**src/rtl/systolic_result_drain_pkg.sv**
```systemverilog
// rtl/systolic_result_drain_pkg.sv - shared array-level definitions for the result drain
package systolic_result_drain_pkg;

   localparam int DATA_W_DEFAULT = 32;

   typedef enum logic {
      IDLE  = 1'b0,
      DRAIN = 1'b1
   } drain_state_e;

   // Index width for an N-wide dimension; a 1-wide dimension still needs one bit.
   function automatic int idx_w(input int n);
      return (n > 1) ? $clog2(n) : 1;
   endfunction

endpackage

```
**src/rtl/systolic_result_drain_if.sv**
```systemverilog
// rtl/systolic_result_drain_if.sv - element stream from the drain to its sink
interface systolic_result_drain_if
   import systolic_result_drain_pkg::*;
#(
   parameter int N      = 4,
   parameter int DATA_W = DATA_W_DEFAULT
);
   localparam int IDX_W = idx_w(N);

   logic [DATA_W-1:0] o_data;
   logic [IDX_W-1:0]  o_row;
   logic [IDX_W-1:0]  o_col;
   logic              o_valid;
   logic              o_last;
   logic              i_ready;

   modport master (
      output o_data, o_row, o_col, o_valid, o_last,
      input  i_ready
   );

   modport slave (
      input  o_data, o_row, o_col, o_valid, o_last,
      output i_ready
   );
endinterface

```
**src/rtl/systolic_result_drain.sv**
```systemverilog
// rtl/systolic_result_drain.sv - captures an N x N result matrix on the valid pulse
// and streams it out row-major over a valid/ready handshake.
module systolic_result_drain
   import systolic_result_drain_pkg::*;
#(
   parameter int N      = 4,
   parameter int DATA_W = DATA_W_DEFAULT
) (
   input  logic                              i_clk,
   input  logic                              i_arst,
   input  logic [N-1:0][N-1:0][DATA_W-1:0]   i_c,
   input  logic                              i_validResult,
   systolic_result_drain_if.master           stream,
   output logic                              o_busy,
   output logic                              o_overflow,
   input  logic                              i_clearOverflow
);
   localparam int               IDX_W    = idx_w(N);
   localparam logic [IDX_W-1:0] LAST_IDX = IDX_W'(N - 1);

   typedef logic [N-1:0][N-1:0][DATA_W-1:0] matrix_t;

   drain_state_e     state_q, state_d;
   matrix_t          buf_q;
   logic [IDX_W-1:0] row_q, row_d;
   logic [IDX_W-1:0] col_q, col_d;
   logic             ovf_q, ovf_d;
   logic             capture;
   logic             draining;
   logic             at_last;
   logic             xfer;

   assign draining = (state_q == DRAIN);
   assign at_last  = draining && (row_q == LAST_IDX) && (col_q == LAST_IDX);
   assign xfer     = draining && stream.i_ready;

   always_comb begin
      state_d = state_q;
      row_d   = row_q;
      col_d   = col_q;
      ovf_d   = ovf_q;
      capture = 1'b0;

      // Clear first so that a coincident drop below overrides it.
      if (i_clearOverflow) begin
         ovf_d = 1'b0;
      end

      case (state_q)
         IDLE: begin
            if (i_validResult) begin
               capture = 1'b1;
               row_d   = '0;
               col_d   = '0;
               state_d = DRAIN;
            end
         end
         DRAIN: begin
            if (xfer && at_last) begin
               row_d = '0;
               col_d = '0;
               if (i_validResult) begin
                  capture = 1'b1;
               end else begin
                  state_d = IDLE;
               end
            end else begin
               if (xfer) begin
                  if (col_q == LAST_IDX) begin
                     col_d = '0;
                     row_d = row_q + 1'b1;
                  end else begin
                     col_d = col_q + 1'b1;
                  end
               end
               // The buffer is still being read, so this matrix is lost.
               if (i_validResult) begin
                  ovf_d = 1'b1;
               end
            end
         end
         default: state_d = IDLE;
      endcase
   end

   always_ff @(posedge i_clk or posedge i_arst) begin
      if (i_arst) begin
         state_q <= IDLE;
         row_q   <= '0;
         col_q   <= '0;
         ovf_q   <= 1'b0;
         buf_q   <= '0;
      end else begin
         state_q <= state_d;
         row_q   <= row_d;
         col_q   <= col_d;
         ovf_q   <= ovf_d;
         if (capture) begin
            buf_q <= i_c;
         end
      end
   end

   generate
      if (N == 1) begin : g_single
         assign stream.o_data = buf_q[0][0];
      end else begin : g_multi
         assign stream.o_data = buf_q[row_q][col_q];
      end
   endgenerate

   assign stream.o_row   = row_q;
   assign stream.o_col   = col_q;
   assign stream.o_valid = draining;
   assign stream.o_last  = at_last;
   assign o_busy         = draining;
   assign o_overflow     = ovf_q;

endmodule

```
**src/flat_wrapper.sv**
```systemverilog
// flat-port wrapper written by rule: the top's interface ports become plain ports
module systolic_result_drain_flat import systolic_result_drain_pkg::*;
#(
   parameter int N      = 4,
   parameter int DATA_W = DATA_W_DEFAULT
)
  (i_clk, i_arst, i_c, i_validResult, o_busy, o_overflow, i_clearOverflow, stream_o_data, stream_o_row, stream_o_col, stream_o_valid, stream_o_last, stream_i_ready);
  systolic_result_drain_if #(.N(N), .DATA_W(DATA_W)) stream_i ();
  input  logic i_clk;
  input  logic i_arst;
  input  logic [N-1:0][N-1:0][DATA_W-1:0] i_c;
  input  logic i_validResult;
  output logic o_busy;
  output logic o_overflow;
  input  logic i_clearOverflow;
  output wire logic [$bits(stream_i.o_data)-1:0] stream_o_data;
  output wire logic [$bits(stream_i.o_row)-1:0] stream_o_row;
  output wire logic [$bits(stream_i.o_col)-1:0] stream_o_col;
  output wire logic [$bits(stream_i.o_valid)-1:0] stream_o_valid;
  output wire logic [$bits(stream_i.o_last)-1:0] stream_o_last;
  input wire logic [$bits(stream_i.i_ready)-1:0] stream_i_ready;
  assign stream_o_data = stream_i.o_data;
  assign stream_o_row = stream_i.o_row;
  assign stream_o_col = stream_i.o_col;
  assign stream_o_valid = stream_i.o_valid;
  assign stream_o_last = stream_i.o_last;
  assign stream_i.i_ready = stream_i_ready;
  systolic_result_drain #(.N(N), .DATA_W(DATA_W)) u_core (.i_clk(i_clk), .i_arst(i_arst), .i_c(i_c), .i_validResult(i_validResult), .stream(stream_i), .o_busy(o_busy), .o_overflow(o_overflow), .i_clearOverflow(i_clearOverflow));
endmodule
```
**config.mk**
```make
export PLATFORM = sky130hd
export DESIGN_NAME = systolic_result_drain_flat
export DESIGN_NICKNAME = d
export VERILOG_FILES = /design/src/rtl/systolic_result_drain_pkg.sv /design/src/rtl/systolic_result_drain_if.sv /design/src/rtl/systolic_result_drain.sv /design/src/flat_wrapper.sv
export SDC_FILE = /design/constraint.sdc
export NUM_CORES = 1
export LEC_CHECK = 0
export BUFFER_PORTS_ARGS = -buffer_cell sky130_fd_sc_hd__clkbuf_2
export CAP_MARGIN = 10
export CORE_ASPECT_RATIO = 0.7
export CORE_MARGIN = 1.5
export CORE_UTILIZATION = 54
export CTS_CLUSTER_SIZE = 30
export DETAILED_ROUTE_END_ITERATION = 8
export PLACE_DENSITY = 0.88
export SKIP_LAST_GASP = 1
export SLEW_MARGIN = 0
export SYNTH_ARGS = -nofsm -noshare
export SYNTH_HDL_FRONTEND = slang
export SYNTH_SLANG_ARGS = --single-unit
export TNS_END_PERCENT = 20
```
**constraint.sdc**
```tcl
create_clock -name i_clk -period 25.1 [get_ports i_clk]
set_clock_uncertainty 0.05 [all_clocks]
set_input_delay 7.53 -clock i_clk [delete_from_list [all_inputs] [get_ports i_clk]]
set_output_delay 7.53 -clock i_clk [all_outputs]
set_load 0.05 [all_outputs]
```
## Word-level counts from Yosys, hierarchy flattened

Index checks and enable logic that the tools add are counted.

- Add/subtract/negate cells: 2
- Order comparisons: 2
- Eq/ne operators: 5
- Mux-type cells: 22
- Bitwise operators: 1
- Reductions and logical operators: 6

Operators by type and width:

| operator | number |
|---|---|
| 128-bit binary-select mux with 2-bit select | 1 |
| 128-bit 2-to-1 mux | 1 |
| 32-bit binary-select mux with 2-bit select | 1 |
| 32-bit 2-to-1 mux | 1 |
| 2-bit 2-to-1 mux | 7 |
| 2-bit one-hot mux with 2 select lines | 2 |
| 1-bit 2-to-1 mux | 7 |
| 2-bit by 3-bit < comparator with 1-bit output, second input constant | 2 |
| 3-bit inequality test, second input constant | 2 |
| 2-bit by 1-bit adder with 2-bit output, second input constant | 2 |
| 2-bit equality test, second input constant | 2 |
| 1-bit logical AND | 4 |
| 1-bit one-hot mux with 2 select lines | 2 |
| 3-bit AND reduction | 1 |
| 2-bit inequality test, second input constant | 1 |
| 2-bit AND reduction | 1 |
| 1-bit NOT | 1 |

- Register bits after elaboration: 518
- Output and inout port bits: 40
- Word-level logic and storage cells: 58

## Logic depth before layout (Yosys ltp)

- Depth after elaboration: 6
- Gate-level depth with buffers: 7

## Worst setup path after synthesis

Ideal clock, no wire load.

- Kind: reg-to-output
- Start point: register u_core.row_q[1], in the netlist u_core.stream.o_row[1]
- End point: output stream_o_data[30]
- Arrival time: 2.132 ns
- Setup slack: 15.388 ns
- Cell stages (with the launch flop): 7
- Buffers on the path: 3
- Path through: dfrtp_1 buf_4 buf_2 buf_2 mux4_2 a22oi_1 nand2_1

- Longest elaborated chain between the ends: 4

Ends and longest elaborated chain:

| what | line | RTL |
|---|---|---|
| start: declaration | systolic_result_drain.sv:25 | `logic [IDX_W-1:0] row_q, row_d;` |
| start signal: assignment | systolic_result_drain.sv:95 | `row_q <= row_d;` |
| 128-bit binary-select mux with 2-bit select | systolic_result_drain.sv:108 | `assign stream.o_data = buf_q[row_q][col_q];` |
| 128-bit 2-to-1 mux (implied by the code) | systolic_result_drain.sv:108 |  |
| 32-bit binary-select mux with 2-bit select | systolic_result_drain.sv:108 |  |
| 32-bit 2-to-1 mux (implied by the code) | systolic_result_drain.sv:108 |  |
| end: declaration | flat_wrapper.sv:16 | `output wire logic [$bits(stream_i.o_data)-1:0] stream_o_data;` |

Every way passes these cells. The select of a mux whose other input is x is not followed.

## Worst setup path in the final report

- Start point: register u_core.row_q[0], in the netlist u_core.stream.o_row[0]
- End point: output stream_o_data[10]

Same word-level chain as after synthesis.

==> metrics.md <==
| Metric | Value |
|---|---|
| Pwr Total | `3620 uW` |
| Worst slack, placed | `13.34 ns` |
| Final nets | `2,423` |
| FF-to-FF End | `u_core.buf_q[197]` |
| CTS tree | `done` |
| Hold Path Cell Cnt | `1` |
| Total clock sinks | `around 520` |
| Vias in the first global route | `15,900` |
| PostCTS Resize Cnt | `0` |
| Synth top area cells | `dfrtp_1 (56%), mux2_1 (23%), mux4_2 (12%), buf_6 (2.6%), a22oi_1 (2.1%)` |
| Layout cells sized above 1 | `0.423` |
| Initial Utilization | `0.549` |
| Setup repair bufs after CTS | `0` |
| Clock-pin slew on the worst setup and hold paths | `0.06 ns` |
| Cell variety after synth | `27` |
| Hold wc startpoint | `u_core.buf_q[237]` |
| Chip Width | `around 250 um` |
| Hold Path End | `u_core.buf_q[237]` |
| GRT Total Usage | `0.278` |
| Final antenna-violating net count | `0` |
| Fill cells | `2,988` |
| Core Region | `42,500 um2` |
| Sequential share of the synthesized area | `0.556` |
| CP required | `17.52 ns` |
| Leak pwr | `between 0.01 and 0.015 uW` |
| H-tree levels | `2` |
| Crit Path Class | `reg2out` |
| Worst-case reg-to-reg path depth | `9` |
| Hold Vio Cnt, Final | `0` |
| Largest net degree at the start of global routing | `177` |
| P_int | `between 2000 and 2500 uW` |
| CP Capture Type | `primary output` |
| HP Class | `reg2reg` |
| CTS root buffer | `clkbuf_16` |
| Post-synth top area share | `0.556` |
| Share of power burned in registers | `0.415` |
| Main synth FF type | `dfrtp_1` |
| Mean Syn Cell Area | `roughly 17 um2` |
| Vias post-DR | `14,600` |
| Final setup violation count | `0` |
| Synth Register Bits | `just over 500` |
| Syn Inst Count | `~1,400` |
| Fmax | `0.0873 GHz` |
| Critical-path maximum fanout | `54` |
| Asr flop ratio synth | `1.00` |
| Commonest cells in the netlist | `dfrtp_1 (518), mux2_1 (480), mux4_2 (128)` |
| Total negative slack | `0 ns` |
| Worst skew pair latency | `0.57 ns` |
| Via density | `5.82` |
| Initial antenna violation count | `18` |
| Status | `completed` |
| Sw Share | `0.352` |
| Max Cap Violations | `0` |
| Worst hold slack | `0.430 ns` |
| Cell Rows | `63` |
| Most numerous cell in the Yosys netlist | `dfrtp_1` |
| Reg-to-reg critical path startpoint | `u_core.stream.o_row[1]` |
| CP arrival | `just under 4 ns` |
| Maximum VDD drop | `roughly 0.12 mV` |
| Post-synth EDFFs | `0` |
| CTS buffer count | `50` |
| Critical path launch point type | `register` |
| Avg WL per Cell | `~25 um` |
| Worst reg-to-reg setup slack | `19.14 ns` |
| Net switching power | `approximately 1300 uW` |
| Dominant cell type by area after synthesis | `dfrtp_1` |
| Fin crit share | `0.456` |
| Die area | `44,500 um2` |
| TritonRoute pass-1 iters | `5` |
| Final WL | `between 60,000 and 70,000 um` |
| Period minus WS final | `roughly 11 ns` |
| IO Count | `557` |
| Layout area overhead | `19.0%` |
| Power per cell area | `about 130 nW/um2` |
| First-pass GRT wire length | `just over 90,000 um` |
| Combinational power share | `0.371` |
| Worst-Margin Slew | `1.12 ns` |
| Final worst slack | `~14 ns` |
| Slew headroom | `0.251` |
| Hold buffers post-CTS | `0` |
| Slew Limit Fails | `0` |
| GRT overflow | `0` |
| DRC violations left | `0` |
| Mapped Nets | `approximately 1,900` |
| Clock buffer depth | `3` |
| Syn. warnings | `0` |
| Placer Congestion | `0.868` |
| Dpl hpwl | `43,700 um` |
| Iteration-0 DRC Markers | `909` |
| Clock power share | `0.214` |
| Die Ht | `177 um` |
| Mapped cell area | `between 20,000 and 25,000 um2` |
| Port Buffers | `approximately 560` |
| RSZ-0062 raised after global routing | `no` |
worst max-delay path, cell delays in order, from the launching register on:
cell and delay (ns):
dfrtp_4 0.89, buf_4 0.85, mux4_2 0.61, a22oi_1 0.44
nand2_1 0.16, clkbuf_2 0.27
layout make-up:
class	instances	area, um2	share of cell area
antenna	14	35.0	0.00126
clock buffer	69	1450	0.0524
clock inverter	18	226	0.00815
inverter	3	18.8	0.000676
multi-input combinational	759	9450	0.340
sequential	518	13000	0.467
tap	552	691	0.0249
timing repair buffer	572	2930	0.105
sequential cells by signal, indices dropped and copies added, names as in the netlist:
signal               cells
u_core.stream.o_row      2
u_core.buf_q           512
u_core.o_overflow        1
u_core.o_busy            1
u_core.stream.o_col      2
metrics by stage:
stage,utilization,cells,instance area [um2]
finish,0.654,2505,27800
global placement,0.613,2404,26100
detailed placement,0.613,2404,26100
floorplan,-,1383,23300
CTS,0.653,2491,27700
global route,0.653,2502,27800
logic make-up (layout without fill, tap and decap cells):
group | count (synthesis) | in the layout | share of synthesized area
buffers and inverters | 106 | 662 | 0.0409
multiplexers | 641 | 641 | 0.371
other | 0 | 14 | 0
adder cells (fa/ha/maj) | 2 | 2 | 0.00107
AO/OA/AOI/OAI | 72 | 72 | 0.0233
AND/OR/NAND/NOR | 44 | 44 | 0.00794
flip-flops | 518 | 518 | 0.556
layer usage:
layer / part of all wire / GRT usage
met4: 0.048 / 0.132
met5: 0.0011 / 0
met2: 0.52 / 0.486
met1: 0.36 / 0.320
met3: 0.073 / 0.0743
placed cells by master, fill, tap and decap left out, types with 3 or more instances in the layout:
cell and n:
clkbuf_2 556, dfrtp_1 516, mux2_1 480, mux4_2 128, a22oi_1 64, clkbuf_16 51
nand2_1 33, mux2_2 32, diode_2 14, buf_4 14, clkbuf_8 11, clkinv_2 9
clkbuf_1 7, bufinv_16 5, a21o_1 3, clkinvlp_4 3
how the worst max path moves through the flow:
stage                              endpoint  cells after the start                    from
final                     stream_o_data[10]                      5  u_core.stream.o_row[0]
after global routing      stream_o_data[10]                      5  u_core.stream.o_row[0]
after CTS                 stream_o_data[10]                      5  u_core.stream.o_row[0]
after detailed placement  u_core.buf_q[197]                      8          stream_i_ready
after global placement    u_core.buf_q[198]                      8          stream_i_ready
after floorplan             u_core.buf_q[0]                      1                  i_arst
power by group through the flow:
| stage | Clock [uW] | Sequential [uW] | Combinational, uW |
|---|---|---|---|
| after detailed placement | 0 | 1500 | 1350 |
| after floorplan | 0 | 1400 | 1060 |
| after global placement | 0 | 1460 | 1300 |
| after global routing | 821 | 1550 | 1440 |
| after CTS | 788 | 1490 | 1360 |
| final | 775 | 1500 | 1340 |
Note: power is estimated with default switching activity, not from simulation.
